--- config.mk ---
export PLATFORM = sky130hd
export DESIGN_NAME = sum_capture_fifo_flat
export DESIGN_NICKNAME = d
export VERILOG_FILES = /design/src/rtl/sum_capture_fifo_pkg.sv /design/src/rtl/sum_capture_fifo_if.sv /design/src/rtl/sum_capture_fifo_sync_fifo.sv /design/src/rtl/sum_capture_fifo.sv /design/src/flat_wrapper.sv
export SDC_FILE = /design/constraint.sdc
export NUM_CORES = 1
export LEC_CHECK = 0
export ABC_AREA = 1
export CORE_AREA = 3 3 78 153
export DETAILED_ROUTE_END_ITERATION = 6
export DIE_AREA = 0 0 81 156
export PLACE_DENSITY = 0.88
export SYNTH_ARGS = -nofsm -noshare
export SYNTH_HDL_FRONTEND = slang
export SYNTH_SLANG_ARGS = --single-unit
--- constraint.sdc ---
create_clock -name wb_clk_i -period 5.57 [get_ports wb_clk_i]
set_input_delay 0.557 -clock wb_clk_i [delete_from_list [all_inputs] [get_ports wb_clk_i]]
set_output_delay 0.557 -clock wb_clk_i [all_outputs]
set_load 0.02 [all_outputs]
--- src/rtl/sum_capture_fifo_pkg.sv ---
// Shared constants for the adder-result capture block: register offsets,
// CSR bit positions and the captured-entry layout.
package sum_capture_pkg;

    localparam logic [3:0] OFS_DATA   = 4'h0;
    localparam logic [3:0] OFS_STATUS = 4'h4;
    localparam logic [3:0] OFS_CTRL   = 4'h8;

    localparam int STAT_EMPTY_BIT  = 8;
    localparam int STAT_FULL_BIT   = 9;
    localparam int STAT_OVF_BIT    = 10;

    localparam int CTRL_EN_BIT     = 0;
    localparam int CTRL_IRQ_EN_BIT = 1;
    localparam int CTRL_CLEAR_BIT  = 2;

    localparam int DATA_TAG_LSB    = 8;
    localparam int DATA_VALID_BIT  = 31;

    localparam int DEF_TAG_W       = 8;

    typedef struct packed {
        logic [DEF_TAG_W-1:0] tag;
        logic                 co;
        logic [3:0]           sum;
    } entry_t;

endpackage

--- src/rtl/sum_capture_fifo_if.sv ---
// Wishbone slave bus bundle used by the capture FIFO; the SoC side is the master.
interface sum_capture_fifo_if;
    logic        wbs_stb_i;
    logic        wbs_cyc_i;
    logic        wbs_we_i;
    logic [3:0]  wbs_sel_i;
    logic [31:0] wbs_dat_i;
    logic [31:0] wbs_adr_i;
    logic        wbs_ack_o;
    logic [31:0] wbs_dat_o;

    modport slave (
        input  wbs_stb_i, wbs_cyc_i, wbs_we_i, wbs_sel_i, wbs_dat_i, wbs_adr_i,
        output wbs_ack_o, wbs_dat_o
    );

    modport master (
        output wbs_stb_i, wbs_cyc_i, wbs_we_i, wbs_sel_i, wbs_dat_i, wbs_adr_i,
        input  wbs_ack_o, wbs_dat_o
    );
endinterface

--- src/rtl/sum_capture_fifo_sync_fifo.sv ---
// Small synchronous FIFO with flush; a push while full is taken only when
// a pop happens in the same cycle.
module sync_fifo #(
    parameter int DEPTH = 8,
    parameter int WIDTH = 13
) (
    input  logic                       clk,
    input  logic                       srst,
    input  logic                       i_push,
    input  logic                       i_pop,
    input  logic                       i_flush,
    input  logic [WIDTH-1:0]           i_wr_data,
    output logic [WIDTH-1:0]           o_rd_data,
    output logic                       o_full,
    output logic                       o_empty,
    output logic [$clog2(DEPTH):0]     o_count
);
    localparam int AW = (DEPTH > 1) ? $clog2(DEPTH) : 1;
    localparam int CW = $clog2(DEPTH) + 1;

    logic [WIDTH-1:0] r_mem [DEPTH];
    logic [AW-1:0]    r_wr_ptr;
    logic [AW-1:0]    r_rd_ptr;
    logic [CW-1:0]    r_count;
    logic             w_full;
    logic             w_empty;
    logic             w_do_push;
    logic             w_do_pop;

    assign w_full    = (r_count == CW'(DEPTH));
    assign w_empty   = (r_count == '0);
    assign w_do_pop  = i_pop & ~i_flush & ~w_empty;
    assign w_do_push = i_push & ~i_flush & (~w_full | w_do_pop);

    always_ff @(posedge clk) begin
        if (srst || i_flush) begin
            r_wr_ptr <= '0;
            r_rd_ptr <= '0;
            r_count  <= '0;
        end else begin
            if (w_do_push) r_wr_ptr <= r_wr_ptr + AW'(1);
            if (w_do_pop)  r_rd_ptr <= r_rd_ptr + AW'(1);
            case ({w_do_push, w_do_pop})
                2'b10:   r_count <= r_count + CW'(1);
                2'b01:   r_count <= r_count - CW'(1);
                default: r_count <= r_count;
            endcase
        end
    end

    always_ff @(posedge clk) begin
        if (w_do_push) r_mem[r_wr_ptr] <= i_wr_data;
    end

    // Combinational head read so the bus can return the entry with its ack.
    assign o_rd_data = r_mem[r_rd_ptr];
    assign o_full    = w_full;
    assign o_empty   = w_empty;
    assign o_count   = r_count;
endmodule

--- src/rtl/sum_capture_fifo.sv ---
// Captures tagged {carry, sum} adder results on each sample_i rising edge
// into a FIFO that the SoC drains over Wishbone; irq_o flags pending data.
module sum_capture_fifo
    import sum_capture_pkg::*;
#(
    parameter int          DEPTH    = 8,
    parameter int          TAG_W    = 8,
    parameter logic [31:0] BASE_ADR = 32'h3000_0000
) (
    input  logic               wb_clk_i,
    input  logic               wb_rst_i,
    sum_capture_fifo_if.slave  wbs,
    input  logic [3:0]         sum_i,
    input  logic               co_i,
    input  logic               sample_i,
    output logic               irq_o
);
    localparam int EW = TAG_W + 5;
    localparam int CW = $clog2(DEPTH) + 1;

    logic             r_sync1, r_sync2, r_prev, r_push;
    logic [TAG_W-1:0] r_tag;
    logic             r_enable, r_irq_en, r_ovf, r_ack;
    logic [31:0]      r_dat;

    logic             w_req, w_ack_next, w_rd, w_wr;
    logic             w_push, w_pop, w_flush, w_ovf_set, w_ovf_clr, w_ctrl_wr;
    logic             w_full, w_empty;
    logic [CW-1:0]    w_count;
    logic [EW-1:0]    w_head;
    logic [31:0]      w_rd_word;
    logic [3:0]       w_ofs;
    logic             w_unused;

    // Two flops resynchronise the GPIO strobe, the third gives the edge,
    // and the pulse itself is registered so the entry lands 4 clocks later.
    always_ff @(posedge wb_clk_i) begin
        if (wb_rst_i) begin
            r_sync1 <= 1'b0;
            r_sync2 <= 1'b0;
            r_prev  <= 1'b0;
            r_push  <= 1'b0;
        end else begin
            r_sync1 <= sample_i;
            r_sync2 <= r_sync1;
            r_prev  <= r_sync2;
            r_push  <= r_sync2 & ~r_prev;
        end
    end

    assign w_ofs      = wbs.wbs_adr_i[3:0];
    assign w_req      = wbs.wbs_cyc_i & wbs.wbs_stb_i &
                        (wbs.wbs_adr_i[31:4] == BASE_ADR[31:4]);
    assign w_ack_next = w_req & ~r_ack;
    assign w_rd       = w_ack_next & ~wbs.wbs_we_i;
    assign w_wr       = w_ack_next & wbs.wbs_we_i;
    assign w_ctrl_wr  = w_wr & (w_ofs == OFS_CTRL) & wbs.wbs_sel_i[0];

    assign w_push     = r_push & r_enable;
    assign w_pop      = w_rd & (w_ofs == OFS_DATA) & ~w_empty;
    assign w_flush    = w_ctrl_wr & wbs.wbs_dat_i[CTRL_CLEAR_BIT];
    assign w_ovf_set  = w_push & w_full & ~w_pop & ~w_flush;
    assign w_ovf_clr  = w_wr & (w_ofs == OFS_STATUS) & wbs.wbs_sel_i[1] &
                        wbs.wbs_dat_i[STAT_OVF_BIT];

    sync_fifo #(
        .DEPTH (DEPTH),
        .WIDTH (EW)
    ) u_fifo (
        .clk       (wb_clk_i),
        .srst      (wb_rst_i),
        .i_push    (w_push),
        .i_pop     (w_pop),
        .i_flush   (w_flush),
        .i_wr_data ({r_tag, co_i, sum_i}),
        .o_rd_data (w_head),
        .o_full    (w_full),
        .o_empty   (w_empty),
        .o_count   (w_count)
    );

    always_comb begin
        w_rd_word = '0;
        case (w_ofs)
            OFS_DATA: begin
                if (!w_empty) begin
                    w_rd_word[DATA_VALID_BIT]             = 1'b1;
                    w_rd_word[DATA_TAG_LSB +: TAG_W]      = w_head[EW-1 -: TAG_W];
                    w_rd_word[4:0]                        = w_head[4:0];
                end
            end
            OFS_STATUS: begin
                w_rd_word[7:0]            = 8'(w_count);
                w_rd_word[STAT_EMPTY_BIT] = w_empty;
                w_rd_word[STAT_FULL_BIT]  = w_full;
                w_rd_word[STAT_OVF_BIT]   = r_ovf;
            end
            OFS_CTRL: begin
                w_rd_word[CTRL_EN_BIT]     = r_enable;
                w_rd_word[CTRL_IRQ_EN_BIT] = r_irq_en;
            end
            default: w_rd_word = '0;
        endcase
    end

    always_ff @(posedge wb_clk_i) begin
        if (wb_rst_i) begin
            r_ack    <= 1'b0;
            r_dat    <= '0;
            r_tag    <= '0;
            r_enable <= 1'b0;
            r_irq_en <= 1'b0;
            r_ovf    <= 1'b0;
        end else begin
            r_ack <= w_ack_next;
            r_dat <= w_rd ? w_rd_word : 32'd0;
            // Tag counts every enabled pulse, including dropped ones, so gaps show.
            if (w_push) r_tag <= r_tag + TAG_W'(1);
            if (w_ctrl_wr) begin
                r_enable <= wbs.wbs_dat_i[CTRL_EN_BIT];
                r_irq_en <= wbs.wbs_dat_i[CTRL_IRQ_EN_BIT];
            end
            r_ovf <= w_ovf_set | (r_ovf & ~w_ovf_clr);
        end
    end

    assign wbs.wbs_ack_o = r_ack;
    assign wbs.wbs_dat_o = r_dat;
    assign irq_o         = r_irq_en & ~w_empty;

    assign w_unused = ^{wbs.wbs_sel_i[3:2], wbs.wbs_dat_i[31:11], wbs.wbs_dat_i[9:3]};
endmodule

--- src/flat_wrapper.sv ---
// flat-port wrapper written by rule: the top's interface ports become plain ports
module sum_capture_fifo_flat import sum_capture_pkg::*;
#(
    parameter int          DEPTH    = 8,
    parameter int          TAG_W    = 8,
    parameter logic [31:0] BASE_ADR = 32'h3000_0000
)
  (wb_clk_i, wb_rst_i, sum_i, co_i, sample_i, irq_o, wbs_wbs_stb_i, wbs_wbs_cyc_i, wbs_wbs_we_i, wbs_wbs_sel_i, wbs_wbs_dat_i, wbs_wbs_adr_i, wbs_wbs_ack_o, wbs_wbs_dat_o);
  sum_capture_fifo_if wbs_i ();
  input  logic wb_clk_i;
  input  logic wb_rst_i;
  input  logic [3:0] sum_i;
  input  logic co_i;
  input  logic sample_i;
  output logic irq_o;
  input wire logic [$bits(wbs_i.wbs_stb_i)-1:0] wbs_wbs_stb_i;
  input wire logic [$bits(wbs_i.wbs_cyc_i)-1:0] wbs_wbs_cyc_i;
  input wire logic [$bits(wbs_i.wbs_we_i)-1:0] wbs_wbs_we_i;
  input wire logic [$bits(wbs_i.wbs_sel_i)-1:0] wbs_wbs_sel_i;
  input wire logic [$bits(wbs_i.wbs_dat_i)-1:0] wbs_wbs_dat_i;
  input wire logic [$bits(wbs_i.wbs_adr_i)-1:0] wbs_wbs_adr_i;
  output wire logic [$bits(wbs_i.wbs_ack_o)-1:0] wbs_wbs_ack_o;
  output wire logic [$bits(wbs_i.wbs_dat_o)-1:0] wbs_wbs_dat_o;
  assign wbs_i.wbs_stb_i = wbs_wbs_stb_i;
  assign wbs_i.wbs_cyc_i = wbs_wbs_cyc_i;
  assign wbs_i.wbs_we_i = wbs_wbs_we_i;
  assign wbs_i.wbs_sel_i = wbs_wbs_sel_i;
  assign wbs_i.wbs_dat_i = wbs_wbs_dat_i;
  assign wbs_i.wbs_adr_i = wbs_wbs_adr_i;
  assign wbs_wbs_ack_o = wbs_i.wbs_ack_o;
  assign wbs_wbs_dat_o = wbs_i.wbs_dat_o;
  sum_capture_fifo #(.DEPTH(DEPTH), .TAG_W(TAG_W), .BASE_ADR(BASE_ADR)) u_core (.wb_clk_i(wb_clk_i), .wb_rst_i(wb_rst_i), .wbs(wbs_i), .sum_i(sum_i), .co_i(co_i), .sample_i(sample_i), .irq_o(irq_o));
endmodule
* Word level (Yosys, flattened, before mapping)
Memory sizes are Yosys's and may differ from the RTL's. A register that Yosys moved wholly into a read port is not among the register bits.
Index checks and enable logic that the tools add are counted.
** Cells by class
- Add/subtract/negate cells :: 5
- Eq/ne operators :: 6
- Mux-type cells :: 11
- Bitwise gates (word level) :: 36
- Reductions and logical operators :: 7
** Operator list (number)
- $eq 28x26->1 const B :: 1
- $and 1x1->1 :: 24
- $pmux 3 s2 :: 2
- $not 1->1 :: 10
- $add 8x1->8 const B :: 1
- $eq 4x4->1 const B :: 2
- $logic_not 4->1 :: 2
- $mux 8 :: 1
- $pmux 4 s2 :: 1
- $add 3x1->3 const B :: 2
- $mux 3 :: 2
- $pmux 2 s3 :: 1
- $mux 5 :: 1
- $add 4x1->4 const B :: 1
- $eq 4x3->1 const B :: 1
- $reduce_or 4->1 :: 1
- $sub 4x1->4 const B :: 1
- $mux 1 :: 3
- $reduce_or 3->1 :: 1
- $eq 2x1->1 const B :: 1
- $eq 2x2->1 const B :: 1
- $or 1x1->1 :: 2
- $reduce_bool 2->1 :: 1
- $reduce_or 2->1 :: 1
- $logic_or 1x1->1 :: 1
** Word-level totals
- Flip-flop bits (word level) :: 58
- RAM bits :: 104
- Output and inout port bits :: 34
- Word-level logic and storage cells :: 82
- Memories kept :: 1
** Memories
- u_core.u_fifo.r_mem :: words 8, bits a word 13, rd ports 1, clocked after Yosys merged registers in 1, wr ports 1, line sum_capture_fifo_sync_fifo.sv:21 : logic [WIDTH-1:0] r_mem [DEPTH];

* Longest topological paths before layout
- Depth after elaboration :: 14
- Mapped depth :: 17

* By module
From an unflattened synthesis, not the netlist that was laid out.
** Second synthesis, totals
- Cell total of the unflattened synthesis :: 598
- Area total of the unflattened synthesis :: 6306.0 um2
** By module, submodules not included
- sync_fifo :: instances 1, cells an instance 393, area each 4867.2 um2, sequential area each 3383.2 um2
- sum_capture_fifo :: instances 1, cells an instance 205, area each 1438.9 um2, sequential area each 600.6 um2

* Worst setup path after synthesis
No wires, ideal clock.
- Path type :: input -> register
- Start :: input wbs_wbs_adr_i[0]
- End :: memory u_core.u_fifo.r_mem[4][0], enable pin
- Arrival :: 2276 ps
- Required time :: 5170 ps
- Setup slack :: 2894 ps
- Stages on the path :: 9
- Cells stage by stage :: inv_1 nand2_1 nor2_1 nand2_2 nor2_2 nand3_4 nand2_4 nand3_4 nor3_1
** On the way
- Cells in the longest elaborated chain, start to end :: 11
- Elaborated cells on any way between the ends :: 15
- Those cells by class :: eq/ne: 1; mux: 2; bitwise: 11; reduce/logical: 1
** RTL lines
- start: declaration :: line flat_wrapper.sv:21 : input wire logic [$bits(wbs_i.wbs_adr_i)-1:0] wbs_wbs_adr_i;
- $eq 4x4->1 :: line sum_capture_fifo.sv:57 : assign w_ctrl_wr = w_wr & (w_ofs == OFS_CTRL) & wbs.wbs_sel_i[0];
- $and 1x1->1 (2 in a row) :: line sum_capture_fifo.sv:57
- $and 1x1->1 :: line sum_capture_fifo.sv:61 : assign w_flush = w_ctrl_wr & wbs.wbs_dat_i[CTRL_CLEAR_BIT];
- $not 1->1 :: line sum_capture_fifo_sync_fifo.sv:32, sum_capture_fifo_sync_fifo.sv:33
- $and 1x1->1 (2 in a row) :: line sum_capture_fifo_sync_fifo.sv:32 : assign w_do_pop = i_pop & ~i_flush & ~w_empty;
- $or 1x1->1 :: line sum_capture_fifo_sync_fifo.sv:33 : assign w_do_push = i_push & ~i_flush & (~w_full | w_do_pop);
- $and 1x1->1 * :: line sum_capture_fifo_sync_fifo.sv:33
- $mux 1 * :: line sum_capture_fifo_sync_fifo.sv:52 : if (w_do_push) r_mem[r_wr_ptr] <= i_wr_data;
- $mux 1 (implied by the code) * :: line sum_capture_fifo_sync_fifo.sv:52
- end: declaration :: line sum_capture_fifo_sync_fifo.sv:21
Every way passes the cells marked *; elsewhere a longest branch is shown, timed or not.

* Worst setup path after layout
- Start :: input wbs_wbs_adr_i[31]
- End :: register u_core.u_fifo.r_count[3], in the netlist u_core.u_fifo.o_count[3]
** On the way
- Cells in the longest elaborated chain, start to end :: 14
- Elaborated cells on any way between the ends :: 21
- Those cells by class :: eq/ne: 3; mux: 1; bitwise: 15; reduce/logical: 2
** RTL lines
- $eq 28x26->1 * :: line sum_capture_fifo.sv:53 : (wbs.wbs_adr_i[31:4] == BASE_ADR[31:4]);
- $and 1x1->1 * :: line sum_capture_fifo.sv:52 : assign w_req = wbs.wbs_cyc_i & wbs.wbs_stb_i &
- $and 1x1->1 * :: line sum_capture_fifo.sv:54 : assign w_ack_next = w_req & ~r_ack;
- $and 1x1->1 :: line sum_capture_fifo.sv:56 : assign w_wr = w_ack_next & wbs.wbs_we_i;
- $and 1x1->1 (2 in a row) :: line sum_capture_fifo.sv:57
- $and 1x1->1 :: line sum_capture_fifo.sv:61
- $not 1->1 :: line sum_capture_fifo_sync_fifo.sv:32, sum_capture_fifo_sync_fifo.sv:33
- $and 1x1->1 (2 in a row) :: line sum_capture_fifo_sync_fifo.sv:32
- $or 1x1->1 :: line sum_capture_fifo_sync_fifo.sv:33
- $and 1x1->1 :: line sum_capture_fifo_sync_fifo.sv:33
- $eq 2x1->1 / $eq 2x2->1 (equally long branches) :: line sum_capture_fifo_sync_fifo.sv:43 : case ({w_do_push, w_do_pop})
- $pmux 4 s2 / $reduce_bool 2->1 (equally long branches)
- end signal: assignment :: line sum_capture_fifo_sync_fifo.sv:44 : 2'b10: r_count <= r_count + CW'(1);
- end signal: assignment :: line sum_capture_fifo_sync_fifo.sv:45 : 2'b01: r_count <= r_count - CW'(1);
- end signal: assignment :: line sum_capture_fifo_sync_fifo.sv:46 : default: r_count <= r_count;
- end: declaration :: line sum_capture_fifo_sync_fifo.sv:24 : logic [CW-1:0] r_count;
Marks and branches as above.
A chain may end at the register's enable or synchronous reset.

==> flow_summary.toml <==
[run_status]
status = "finished clean"

[floorplanning]
start_util_pct = 55.3
die_y_um = 156
chipWidth_um = 81
die-area_um2 = 12600
core_area_um2 = 10900
fp-row-count = 54
io_pins = 113

[logic_synthesis]
synth_most_common_cell = "edfxtp_1"
ys_seq_elements = 147
synth_cell_types = 35
yosysSeqAreaShare_pct = 65.9
yosys_most_used_dff = "edfxtp_1"
yosysTopAreaCellShare_pct = 51.6
syn-instance-count = 560
synthTopCellsByCount = "edfxtp_1 (104), nor2_1 (101), o21ai_0 (60), nand2_1 (58), inv_1 (44)"
synth_area_leaders = "edfxtp_1 (52%), dfxtp_1 (14%), nor2_1 (6.3%)"
yosys.area.top_type = "edfxtp_1"
synthArstFlopShare_pct = 0
yosys_warnings = 0
synth_area_per_cell_um2 = 10.8
syn_area_um2 = 6050
synth_edf_count = 104

[sta]
setup_violations = 0
max_freq_ghz = 0.341
hold_viol_final = 0
min_period_over_period_pct = 52.6
fin_crit_ns = 2.93
setup_ws_ns = 2.64
rsz0062_at_grt = "false"
fin_tns_setup_ns = 0
worstMarginPinSlew_ns = 0.877
relSlewSlack_pct = 41.1
drv_slew = 0
skew_ns = 0.0139
whs_ns = 0.402

[finish]
multi_input_area_um2 = 1760
regArea_um2 = 3980
nFillCells = 744
drive_above_1_share_pct = 9.27
syn_to_final_growth_pct = 22.6
n_antenna_cell = 0
fin_nets = 719

[clock_network]
cts_max_level = 4
cts_resized = 0
clkTransAtPathRegs_ns = 0.06
cts_setup_buffers = 0
cts_buffers = 17
insertion_delay_ns = 0.43
clock_sinks = 147
clockRootBuffer = "clkbuf_16"
cts_buffer_depth = 2
hold_buffers = 0
tritoncts = "yes"

[run]
drv_cap = 0

[global_route]
grt_pass1_wl_um = 23100
gr-total-overflow = 0
grt_max_degree = 54
grt_pass1_vias = 4710
grt_usage_pct = 24.9
antenna_found_initial = 0

[placement]
port_buffers = 64
hpwlAfterDp_um = 9010
gp_congestion = 0.826
pre_cts_slack_ns = 2.32

[detailed_routing]
vias = 4589
viasPerCell = 5.83
routedWlPerCell_um = 18.4
ant_nets = 0
drtIter0Drc = 512
drt_first_pass_iters = 7
post-route-drc-count = 0
totalWireLength_um = 14500

[worst_setup_path]
cp_max_fo = 10
setup.worst_path.end_class = "flop"
r2r_cells = 7
required_ns = 5.88
cp-start-kind = "input pin"
worstPathArrival_ns = 3.24
critPathKind = "in2reg"

[hold_path]
hp-class = "reg2reg"
whs_path_depth = 1

[power_and_ir_drop]
power.density_nw_per_um2 = 321
p_total_mw = 2.38
p_leak_nw = 2.71
vdd_drop_max_mv = 0.309
==> per-stage QoR <==
| step | instances | instance area, um^2 | util, % |
|---|---|---|---|
| global route | 787 | 7420 | 67.8 |
| floorplan | 577 | 6110 | - |
| CTS | 787 | 7420 | 67.8 |
| finish | 787 | 7420 | 67.8 |
| global placement | 755 | 6820 | 62.3 |
| detailed placement | 755 | 6820 | 62.3 |
==> registers in the layout, indices dropped and copies added (netlist names), named ones only <==
name / count
u_core.r_enable: 1
u_core.r_irq_en: 1
u_core.r_ovf: 1
u_core.r_prev: 1
u_core.r_push: 1
u_core.r_sync1: 1
u_core.r_sync2: 1
u_core.r_tag: 8
u_core.u_fifo.o_count: 4
u_core.u_fifo.r_mem: 104
u_core.u_fifo.r_rd_ptr: 3
u_core.u_fifo.r_wr_ptr: 3
u_core.wbs.wbs_ack_o: 1
u_core.wbs.wbs_dat_o: 14
==> final cells by class <==
class	count	share of cell area, %
Clock buffer	18	5.79
Clock inverter	14	2.24
Inverter	47	2.38
Multi-Input combinational cell	346	23.8
Sequential cell	147	53.7
Tap cell	140	2.36
Timing Repair Buffer	75	9.75
==> cell usage in the layout (no fill, tap or decap), types with 8 or more instances in the layout <==
| master | instances |
|---|---|
| nand2_1 | 58 |
| conb_1 | 18 |
| o221ai_1 | 13 |
| o22ai_1 | 13 |
| nor3_1 | 8 |
| clkdlybuf4s50_1 | 64 |
| buf_4 | 11 |
| nand3_1 | 9 |
| clkbuf_16 | 17 |
| a21oi_1 | 21 |
| edfxtp_1 | 104 |
| nor2_1 | 101 |
| dfxtp_1 | 43 |
| o21ai_0 | 60 |
| inv_1 | 44 |
==> per-layer routing <==
| layer | vias to the layer above | GRT usage (%) | routed length (um) |
|---|---|---|---|
| li1 | 2065 | - | - |
| met1 | 2196 | 26.2 | 5000 |
| met2 | 266 | 43.1 | 7790 |
| met3 | 62 | 6.59 | 1030 |
| met4 | 0 | 14.9 | 658 |
| met5 | - | 0 | 0 |
==> path summary, 6_finish.rpt <==
path	startpoint	to	slack (ns)
max	wbs_wbs_adr_i[31]	u_core.u_fifo.o_count[3]	2.64
min reg2reg	u_core.r_prev	u_core.r_push	0.40
min	u_core.r_prev	u_core.r_push	0.40
max reg2reg	flop	u_core.wbs.wbs_dat_o[10]	2.85
==> worst max-delay path, cell delays in order <==
cell and delay [ns]:
clkdlybuf4s50_1 0.41, nor2_1 0.12, nand2_1 0.09, nor2_1 0.13, nand2_1 0.10, nor2_2 0.19, nand4_2 0.22, nand3_4 0.22
ha_1 0.26, xor2_1 0.22, nand2_1 0.07, nor2_1 0.16, a21oi_1 0.08, o21ai_0 0.13, xor2_1 0.21, nor2_1 0.07
==> report_power, final <==
| part | total (mW) | internal [mW] | switching, mW |
|---|---|---|---|
| registers | 1.16 | 1.16 | 0.000289 |
| clock network | 1.15 | 0.674 | 0.478 |
| logic | 0.0631 | 0.0331 | 0.0300 |
==> cell families after synthesis <==
group,count (synthesis),share of synthesized area [%]
AND/OR/NAND/NOR,201,14.7
adder cells (fa/ha/maj),6,1.24
XOR/XNOR,7,1.01
other,1,0.0620
AO/OA/AOI/OAI,114,10.8
flip-flops,147,65.9
buffers and inverters,84,6.41
No activity file was read; power rests on OpenSTA's default activity.
